`src/rtl/imem_loader_pkg.sv`:
```
// -----------------------------------------------------------------------------
// imem_loader_pkg
// Shared definitions for the instruction-memory loader:
//   - state_t       : loader state enumeration
//   - WORD_BYTES    : bytes per header / payload / checksum word (4)
//   - LANE*_LSB     : little-endian byte-lane bit offsets within a 32-bit word
//   - lane_lsb()    : maps a byte index within a word to its lane offset
// Optional feature macro: IMEM_LOADER_CHECKSUM_EN (adds the CSUM state).
// -----------------------------------------------------------------------------
package imem_loader_pkg;

`ifdef IMEM_LOADER_CHECKSUM_EN
  typedef enum logic [2:0] {
    ST_IDLE = 3'd0,
    ST_HDR  = 3'd1,
    ST_LOAD = 3'd2,
    ST_CSUM = 3'd3,
    ST_DONE = 3'd4,
    ST_ERR  = 3'd5
  } state_t;
`else
  typedef enum logic [2:0] {
    ST_IDLE = 3'd0,
    ST_HDR  = 3'd1,
    ST_LOAD = 3'd2,
    ST_DONE = 3'd4,
    ST_ERR  = 3'd5
  } state_t;
`endif

  localparam int WORD_BYTES = 4;
  localparam int LANE_W     = 8;

  // Byte k of a group lands at bit offset LANEk_LSB (little-endian).
  localparam int LANE0_LSB = 0;
  localparam int LANE1_LSB = 8;
  localparam int LANE2_LSB = 16;
  localparam int LANE3_LSB = 24;

  function automatic int lane_lsb(input int lane);
    case (lane)
      0:       return LANE0_LSB;
      1:       return LANE1_LSB;
      2:       return LANE2_LSB;
      default: return LANE3_LSB;
    endcase
  endfunction

endpackage

```
`src/rtl/imem_loader_le_word_assembler.sv`:
```
// -----------------------------------------------------------------------------
// le_word_assembler
// Collects accepted bytes into a 32-bit little-endian word. The first byte of a
// group goes to [7:0], the fourth to [31:24]. On the cycle the fourth byte is
// accepted, 'complete' is high and 'word' already contains that byte, so the
// caller can capture the full word on the same edge without a bubble.
// Ports:
//   clk, reset   clock / asynchronous active-high reset
//   clear        synchronous clear of lane index and lane registers
//   accept       a byte is taken this cycle
//   data[7:0]    byte value
//   word[31:0]   assembled word (stored lanes, incoming byte bypassed in)
//   complete     fourth byte of the group accepted this cycle
// -----------------------------------------------------------------------------
module le_word_assembler
  import imem_loader_pkg::*;
(
  input  logic        clk,
  input  logic        reset,
  input  logic        clear,
  input  logic        accept,
  input  logic [7:0]  data,
  output logic [31:0] word,
  output logic        complete
);

  logic [1:0] lane_sel_reg;

  always_ff @(posedge clk or posedge reset) begin
    if (reset) begin
      lane_sel_reg <= 2'd0;
    end else if (clear) begin
      lane_sel_reg <= 2'd0;
    end else if (accept) begin
      // Wraps naturally from 3 back to 0 at the end of each group.
      lane_sel_reg <= lane_sel_reg + 2'd1;
    end
  end

  assign complete = accept && (lane_sel_reg == 2'(WORD_BYTES - 1));

  genvar gi;
  generate
    for (gi = 0; gi < WORD_BYTES; gi++) begin : g_lane
      logic [LANE_W-1:0] lane_reg;
      logic              hit;

      assign hit = accept && (lane_sel_reg == 2'(gi));

      always_ff @(posedge clk or posedge reset) begin
        if (reset) begin
          lane_reg <= '0;
        end else if (clear) begin
          lane_reg <= '0;
        end else if (hit) begin
          lane_reg <= data;
        end
      end

      assign word[lane_lsb(gi) +: LANE_W] = hit ? data : lane_reg;
    end
  endgenerate

endmodule

```
`src/rtl/imem_loader.sv`:
```
// -----------------------------------------------------------------------------
// imem_loader
// Streams a little-endian image into instruction memory. Stream format:
//   4-byte word count N, then N payload words (4 bytes each), then, when
//   IMEM_LOADER_CHECKSUM_EN is defined, a 4-byte sum (mod 2^32) of the payload.
// Oversize N (> MEM_BYTES/4) aborts after the header, so mem_addr never wraps.
// Parameters: MEM_BYTES (power of two), ADDR_W (mem_addr / words_loaded width).
// Ports:
//   clk, reset               clock / asynchronous active-high reset
//   start                    begin a load (honoured in IDLE, DONE, ERR)
//   byte_valid, byte_data    input byte stream
//   byte_ready               byte accepted when byte_valid && byte_ready
//   mem_we/addr/wdata        one-cycle word write; all zero when idle
//   busy, done, error        status (done/error held until next start)
//   words_loaded             words written in the current / last load
// Optional feature macro: IMEM_LOADER_CHECKSUM_EN.
// -----------------------------------------------------------------------------
module imem_loader
  import imem_loader_pkg::*;
#(
  parameter int MEM_BYTES = 4096,
  parameter int ADDR_W    = 32
) (
  input  logic              clk,
  input  logic              reset,
  input  logic              start,
  input  logic              byte_valid,
  input  logic [7:0]        byte_data,
  output logic              byte_ready,
  output logic              mem_we,
  output logic [ADDR_W-1:0] mem_addr,
  output logic [31:0]       mem_wdata,
  output logic              busy,
  output logic              done,
  output logic              error,
  output logic [ADDR_W-1:0] words_loaded
);

  localparam logic [31:0] MAX_WORDS = 32'(MEM_BYTES / 4);

`ifdef IMEM_LOADER_CHECKSUM_EN
  localparam state_t AFTER_PAYLOAD = ST_CSUM;
`else
  localparam state_t AFTER_PAYLOAD = ST_DONE;
`endif

  state_t      state_reg;
  state_t      state_next;

  logic        accept;
  logic        start_take;
  logic [31:0] asm_word;
  logic        asm_complete;
  logic [31:0] n_reg;
  logic [31:0] word_cnt_reg;
  logic        last_word;

`ifdef IMEM_LOADER_CHECKSUM_EN
  logic [31:0] csum_reg;
`endif

  assign accept     = byte_valid && byte_ready;
  assign start_take = start && ((state_reg == ST_IDLE) ||
                                (state_reg == ST_DONE) ||
                                (state_reg == ST_ERR));
  // word_cnt_reg counts words already written, so the word completing now is
  // the last one when it brings the count up to N.
  assign last_word  = (word_cnt_reg + 32'd1) == n_reg;

  le_word_assembler u_asm (
    .clk      (clk),
    .reset    (reset),
    .clear    (start_take),
    .accept   (accept),
    .data     (byte_data),
    .word     (asm_word),
    .complete (asm_complete)
  );

  // ---------------------------------------------------------------------------
  // FSM: state register
  // ---------------------------------------------------------------------------
  always_ff @(posedge clk or posedge reset) begin
    if (reset) begin
      state_reg <= ST_IDLE;
    end else begin
      state_reg <= state_next;
    end
  end

  // ---------------------------------------------------------------------------
  // FSM: next state
  // ---------------------------------------------------------------------------
  always_comb begin
    state_next = state_reg;
    case (state_reg)
      ST_IDLE, ST_DONE, ST_ERR: begin
        if (start) begin
          state_next = ST_HDR;
        end
      end
      ST_HDR: begin
        if (asm_complete) begin
          if (asm_word > MAX_WORDS) begin
            state_next = ST_ERR;
          end else if (asm_word == 32'd0) begin
            state_next = AFTER_PAYLOAD;
          end else begin
            state_next = ST_LOAD;
          end
        end
      end
      ST_LOAD: begin
        if (asm_complete && last_word) begin
          state_next = AFTER_PAYLOAD;
        end
      end
`ifdef IMEM_LOADER_CHECKSUM_EN
      ST_CSUM: begin
        if (asm_complete) begin
          state_next = (asm_word == csum_reg) ? ST_DONE : ST_ERR;
        end
      end
`endif
      default: state_next = ST_IDLE;
    endcase
  end

  // ---------------------------------------------------------------------------
  // FSM: outputs
  // ---------------------------------------------------------------------------
  always_comb begin
    busy  = 1'b0;
    done  = 1'b0;
    error = 1'b0;
    case (state_reg)
      ST_HDR, ST_LOAD: busy = 1'b1;
`ifdef IMEM_LOADER_CHECKSUM_EN
      ST_CSUM:         busy = 1'b1;
`endif
      ST_DONE:         done  = 1'b1;
      ST_ERR:          error = 1'b1;
      default:         busy  = 1'b0;
    endcase
  end

  assign byte_ready   = busy;
  assign words_loaded = ADDR_W'(word_cnt_reg);

  // ---------------------------------------------------------------------------
  // Datapath: word count, write port, running checksum
  // ---------------------------------------------------------------------------
  always_ff @(posedge clk or posedge reset) begin
    if (reset) begin
      mem_we       <= 1'b0;
      mem_addr     <= '0;
      mem_wdata    <= '0;
      n_reg        <= '0;
      word_cnt_reg <= '0;
`ifdef IMEM_LOADER_CHECKSUM_EN
      csum_reg     <= '0;
`endif
    end else begin
      // Write port is idle-zero unless a word completes this cycle.
      mem_we    <= 1'b0;
      mem_addr  <= '0;
      mem_wdata <= '0;

      if (start_take) begin
        n_reg        <= '0;
        word_cnt_reg <= '0;
`ifdef IMEM_LOADER_CHECKSUM_EN
        csum_reg     <= '0;
`endif
      end

      if ((state_reg == ST_HDR) && asm_complete) begin
        n_reg <= asm_word;
      end

      if ((state_reg == ST_LOAD) && asm_complete) begin
        mem_we       <= 1'b1;
        mem_addr     <= ADDR_W'({word_cnt_reg[29:0], 2'b00});
        mem_wdata    <= asm_word;
        word_cnt_reg <= word_cnt_reg + 32'd1;
`ifdef IMEM_LOADER_CHECKSUM_EN
        csum_reg     <= csum_reg + asm_word;
`endif
      end
    end
  end

endmodule
```
`config.mk`:
```
export PLATFORM = sky130hd
export DESIGN_NAME = imem_loader
export DESIGN_NICKNAME = d
export VERILOG_FILES = /design/src/rtl/imem_loader_pkg.sv /design/src/rtl/imem_loader_le_word_assembler.sv /design/src/rtl/imem_loader.sv
export SDC_FILE = /design/constraint.sdc
export NUM_CORES = 1
export LEC_CHECK = 0
export ABC_AREA = 1
export ABC_CLOCK_PERIOD_IN_PS = 12110
export BUFFER_PORTS_ARGS = -buffer_cell sky130_fd_sc_hd__buf_2
export CAP_MARGIN = 20
export CELL_PAD_IN_SITES_DETAIL_PLACEMENT = 0
export CELL_PAD_IN_SITES_GLOBAL_PLACEMENT = 1
export CORE_MARGIN = 1.5
export CORE_UTILIZATION = 45
export CTS_BUF_LIST = sky130_fd_sc_hd__clkbuf_4 sky130_fd_sc_hd__clkbuf_8
export DETAILED_ROUTE_END_ITERATION = 7
export HOLD_SLACK_MARGIN = 0.06
export PLACE_DENSITY_LB_ADDON = 0.1
export SLEW_MARGIN = 20
export SYNTH_ARGS = -nofsm -noshare
export SYNTH_HDL_FRONTEND = slang
export SYNTH_SLANG_ARGS = --single-unit
```
`constraint.sdc`:
```
create_clock -name clk -period 12.11 [get_ports clk]
set_input_delay 2.422 -clock clk [delete_from_list [all_inputs] [get_ports clk]]
set_output_delay 2.422 -clock clk [all_outputs]
set_load 0.02 [all_outputs]
```
# == After elaboration in Yosys (flattened, before gate mapping) ==
# Cells that the tools add are included.
# op_classes
eq_ne,11
reduce_logical,20
mux,25
addsub,2
n_lt_le_gt_ge,1
# op_table
op,count
2-to-1 mux 32 bit,5
2-to-1 mux 8 bit,8
"adder 32 x 1 -> 32 bit, second input constant",1
== test 32 bit,1
"greater-than comparator 32 x 11 -> 1 bit, second input constant",1
logical NOT 32 bit,1
2-to-1 mux 3 bit,5
logical AND 1 bit,9
case mux 3 bit (3 select lines),1
"== test 3 bit, second input constant",2
"!= test 2 bit, second input constant",3
nonzero test 2 bit,3
"== test 2 bit, second input constant",2
2-to-1 mux 1 bit,4
2-to-1 mux 2 bit,2
"== test 3 x 1 -> 1 bit, second input constant",1
"== test 3 x 2 -> 1 bit, second input constant",1
logical NOT 3 bit,1
AND reduction 3 bit,1
OR reduction 3 bit,1
"adder 2 x 1 -> 2 bit, second input constant",1
"== test 2 x 1 -> 1 bit, second input constant",1
logical NOT 2 bit,1
logical OR 1 bit,2
OR reduction 2 bit,1
# word_totals
reg_bits,166
wordCells,70
in_bits,12
output_inout_bits,101

# == Logic depth before layout (Yosys ltp) ==
# depth
ltp_word,11
depth_mapped,17
ltp_nobuf,17

# == Hierarchy ==
# A second synthesis with hierarchy kept.
# hier_totals
cells_unflattened,1121
area_unflattened_um2,8320.5
# by_module_without_submodules
module,cells_each,seq_area_each_um2,instances,area_per_inst_um2
imem_loader,855,3253.1,1,6492.5
le_word_assembler,266,850.8,1,1828.0

# == Worst setup path after synthesis ==
# No wires, ideal clock.
# synth_path
kind,input to register
start,input byte_valid
end,register state_reg[2]
setup_slack_ns,8.299
path_buffers,2
setup_time_ns,0.117
arrival_ns,3.695
path_stages,13
required_time_ns,11.993
path_cell_list,buf_2 -> clkbuf_1 -> nand4_1 -> nand2_1 -> nand2_1 -> nor2_1 -> inv_1 -> nand2_1 -> nand3_1 -> nand2_1 -> nand2_1 -> nand2_1 -> nand2_1
# synth_between
elab_chain_cells,8
elab_cells_between_ends,19
cone_classes,order compare: 1; eq/ne: 2; mux: 8; reduce/logical: 8
# synth_lines
item,line,rtl
from (decl),imem_loader.sv:27,"input logic byte_valid,"
logical AND 1 bit (*),imem_loader.sv:62,assign accept = byte_valid && byte_ready;
branches (longest 7 deep; another with greater-than comparator 32 x 11 -> 1 bit),n/a,
to (signal assigned),imem_loader.sv:87,state_reg <= state_next;
to (decl),imem_loader.sv:47,state_t state_reg;
# Mark *: on every way between the ends. The select of a mux whose other input is x is not followed.
# A chain may end at the register's enable or synchronous reset.

# == Worst setup path in the final report ==
# layout_path
start,input byte_valid
end,register word_cnt_reg[6] (netlist: words_loaded[6])
# layout_between
elab_chain_cells,4
elab_cells_between_ends,5
cone_classes,mux: 1; reduce/logical: 4
# layout_lines
item,line,rtl
logical AND 1 bit (*),imem_loader.sv:62,
logical AND 1 bit (*),imem_loader_le_word_assembler.sv:40,assign complete = accept && (lane_sel_reg == 2'(WORD_BYTES - 1));
logical AND 1 bit (*),imem_loader.sv:181,if ((state_reg == ST_LOAD) && asm_complete) begin
2-to-1 mux 32 bit / nonzero test 2 bit (equally long branches),n/a,
to (signal assigned),imem_loader.sv:185,word_cnt_reg <= word_cnt_reg + 32'd1;
to (decl),imem_loader.sv:55,logic [31:0] word_cnt_reg;
# Mark *: on every way between the ends. The rest lies on a longest branch, timed or not.

==> flow_summary.toml <==
[outcome]
status = "complete, no violations"

[die]
die_h_um = 138
start_util_pct = 45.6
coreArea_mm2 = 0.0179
die_w_um = 138
io_pins = 113
die_area_mm2 = 0.0190
row_count = 49

[final_layout]
drive_above_1_share_pct = 16.0
fin_area_mm2 = 0.00928
area_growth_pct = 13.7
antenna_cells = 0
nNetsFinal = 1183
fin_util_pct = 51.9

[place]
gp_congestion = 0.922
portBuffers = 110
placed_area_mm2 = 0.00889
dp_hpwl_mm = 17.0

[grt]
overflow = 0
grt_first_pass_wirelength_mm = 36.0
grt_max_degree = 86
antenna_found_initial = 0
first_global_vias = 6356
track_usage_pct = 25.5

[setup_path]
crit_type = "in -> reg"
crit_chain = "buf_2, nand3_2, inv_1, nand2_2, inv_1, nand3_1, o21ai_0"
startpoint_type = "primary input"
required_ns = 12.50
slowest_stage = "inv_1"
arrival_ns = 4.64
critical-path-max-stage-delay_ns = 0.61
cp-end-kind = "register"
crit_fanout = 29
path_delay_family = "buffers and inverters"
path_buf_inv = 3
cpMostUsedCell = "inv_1"

[timing]
slew_viol_final = 0
worst_pin_slew_ns = 0.936
clock.fmax_mhz = 235
timing.final.crit_share_pct = 35.1
setup_viol = 0
fin_setup_tns_ns = 0
fin_skew_ns = 0.0126
rsz0062_at_grt = "no"
final-hold-violation-count = 0
min_period_ns = 4.25
max_slew_margin_pct = 37.5

[routing]
vias = 7073
wl_per_cell_um = 16.4
vias_per_cell = 5.03
ant_nets = 0
routed_wirelength_mm = 23.0
drt_iter0_drc = 591
drc = 0
first_pass_iters = 6

[pwr]
total_power_mw = 1.45
leakagePower_nw = 5.00
power_density_mw_per_mm2 = 156
peakVddDrop_v = 0.0000917

[cts]
cts_made_buffers = 17
clk_pin_slew_worst_paths_ns = 0.09
h-tree-depth = 4
cts_sinks = 164
hold_buffers = 0
cts_buffer_depth = 2
cts_tree = "built"
cts_setup_buffers = 0
root_buffer = "clkbuf_8"
clk_latency_ns = 0.47
ctsResizeCount = 0

[hold_path]
hp-class = "reg -> reg"

[flow_run]
drv_cap = 0

[synth]
synth_cell_types = 34
ys_warn_count = 0
synth_seq_cells = 164
avgSynthCellArea_um2 = 7.67
synthCells = 1064
syn_area_mm2 = 0.00816
synth-seq-area-share_pct = 50.3
[cell usage after synthesis (all sizes together)]
library cell	instances	area, µm²
ha	5	62.6
inv	132	495
and2	3	18.8
and3b	1	8.76
conb	1	3.75
clkbuf	14	52.6
nor2	199	837
a21oi	3	15.0
nor3	2	15.0
a211oi	1	7.51
dfrtp	164	4100
nand4	21	131
nand2	313	1220
o21ai	38	198
xnor3	1	22.5
buf	19	104
nand3	99	556
xor2	2	17.5
xnor2	1	8.76
o22ai	45	282
[per-stage QoR]
| step | hold WS, ns | setup WS, ns | cells |
|---|---|---|---|
| after global routing | 0.594 | 7.63 | 1407 |
| after CTS | 0.562 | 7.90 | 1407 |
| after floorplan | 0.497 | 5.25 | 1065 |
| after detailed placement | 0.539 | 7.40 | 1376 |
| after global placement | 0.532 | 7.47 | 1376 |
| final | 0.558 | 7.86 | 1407 |
[power by group]
part	leakage, nW	internal, mW	total, mW	switching [mW]
sequential	2.28	0.596	0.617	0.0206
combinational	2.53	0.117	0.420	0.303
clock	0.195	0.194	0.411	0.217
[cell usage in the layout (no fill, tap or decap), types with 6 or more instances in the layout]
master,Yosys,final
buf_2,11,110
clkbuf_8,0,17
dfrtp_1,164,164
inv_1,128,127
nand2_1,302,302
nand2_2,7,7
nand3_1,90,90
nand3_2,7,7
nand4_1,21,21
nor2_1,186,185
nor2_2,5,6
nor2_4,6,6
o21ai_0,27,27
o21ai_1,9,9
o22ai_1,45,45
[path summary, 6_finish.rpt]
kind                                                from                     endpoint  slack [ns]  depth (start not counted)
worst max-delay path                          byte_valid  words_loaded[6]$_DFFE_PP0P_        7.86                          7
worst min-delay path                n_reg[0]$_DFFE_PP0P_         n_reg[0]$_DFFE_PP0P_        0.56                          2
worst max register to register  state_reg[0]$_DFFE_PP0P_  words_loaded[6]$_DFFE_PP0P_        9.29                          9
worst min register to register      n_reg[0]$_DFFE_PP0P_         n_reg[0]$_DFFE_PP0P_        0.56                          2
max in group asynchronous                          reset        n_reg[13]$_DFFE_PP0P_        8.90                          3
min in group asynchronous                          reset      mem_wdata[28]$_DFF_PP0_        2.05                          2
[area by class of cell]
cell class	instances	area, µm²
tap	229	287
fill	1811	8620
sequential	164	4100
timing repair buffer	115	592
clock inverter	10	124
clock buffer	21	264
multi-input combinational	736	3410
inverter	132	500
[logic make-up after synthesis]
kind of cell | Yosys count | synth area share [%]
AOI/OAI and AO/OA | 87 | 6.15
buffers and inverters | 165 | 7.99
and+or+nand+nor | 638 | 34.2
DFF | 164 | 50.3
adders and majority gates | 5 | 0.767
xor gates and xnor gates | 4 | 0.598
other | 1 | 0.0459
[metal layers]
metal / global-route usage, % / up-vias / part of all wire, %
met5: 0 / - / 0
met4: 9.36 / 0 / 2.4
met3: 3.72 / 28 / 5.7
met2: 36.0 / 245 / 42
met1: 39.3 / 3230 / 49
li1: - / 3570 / -
[worst min-delay path, cell delays in order (launching register included)]
cell and delay [ns]:
dfrtp_1 0.38, nand3_1 0.08, o21ai_0 0.07
Note: power is estimated with default switching activity, not from simulation.
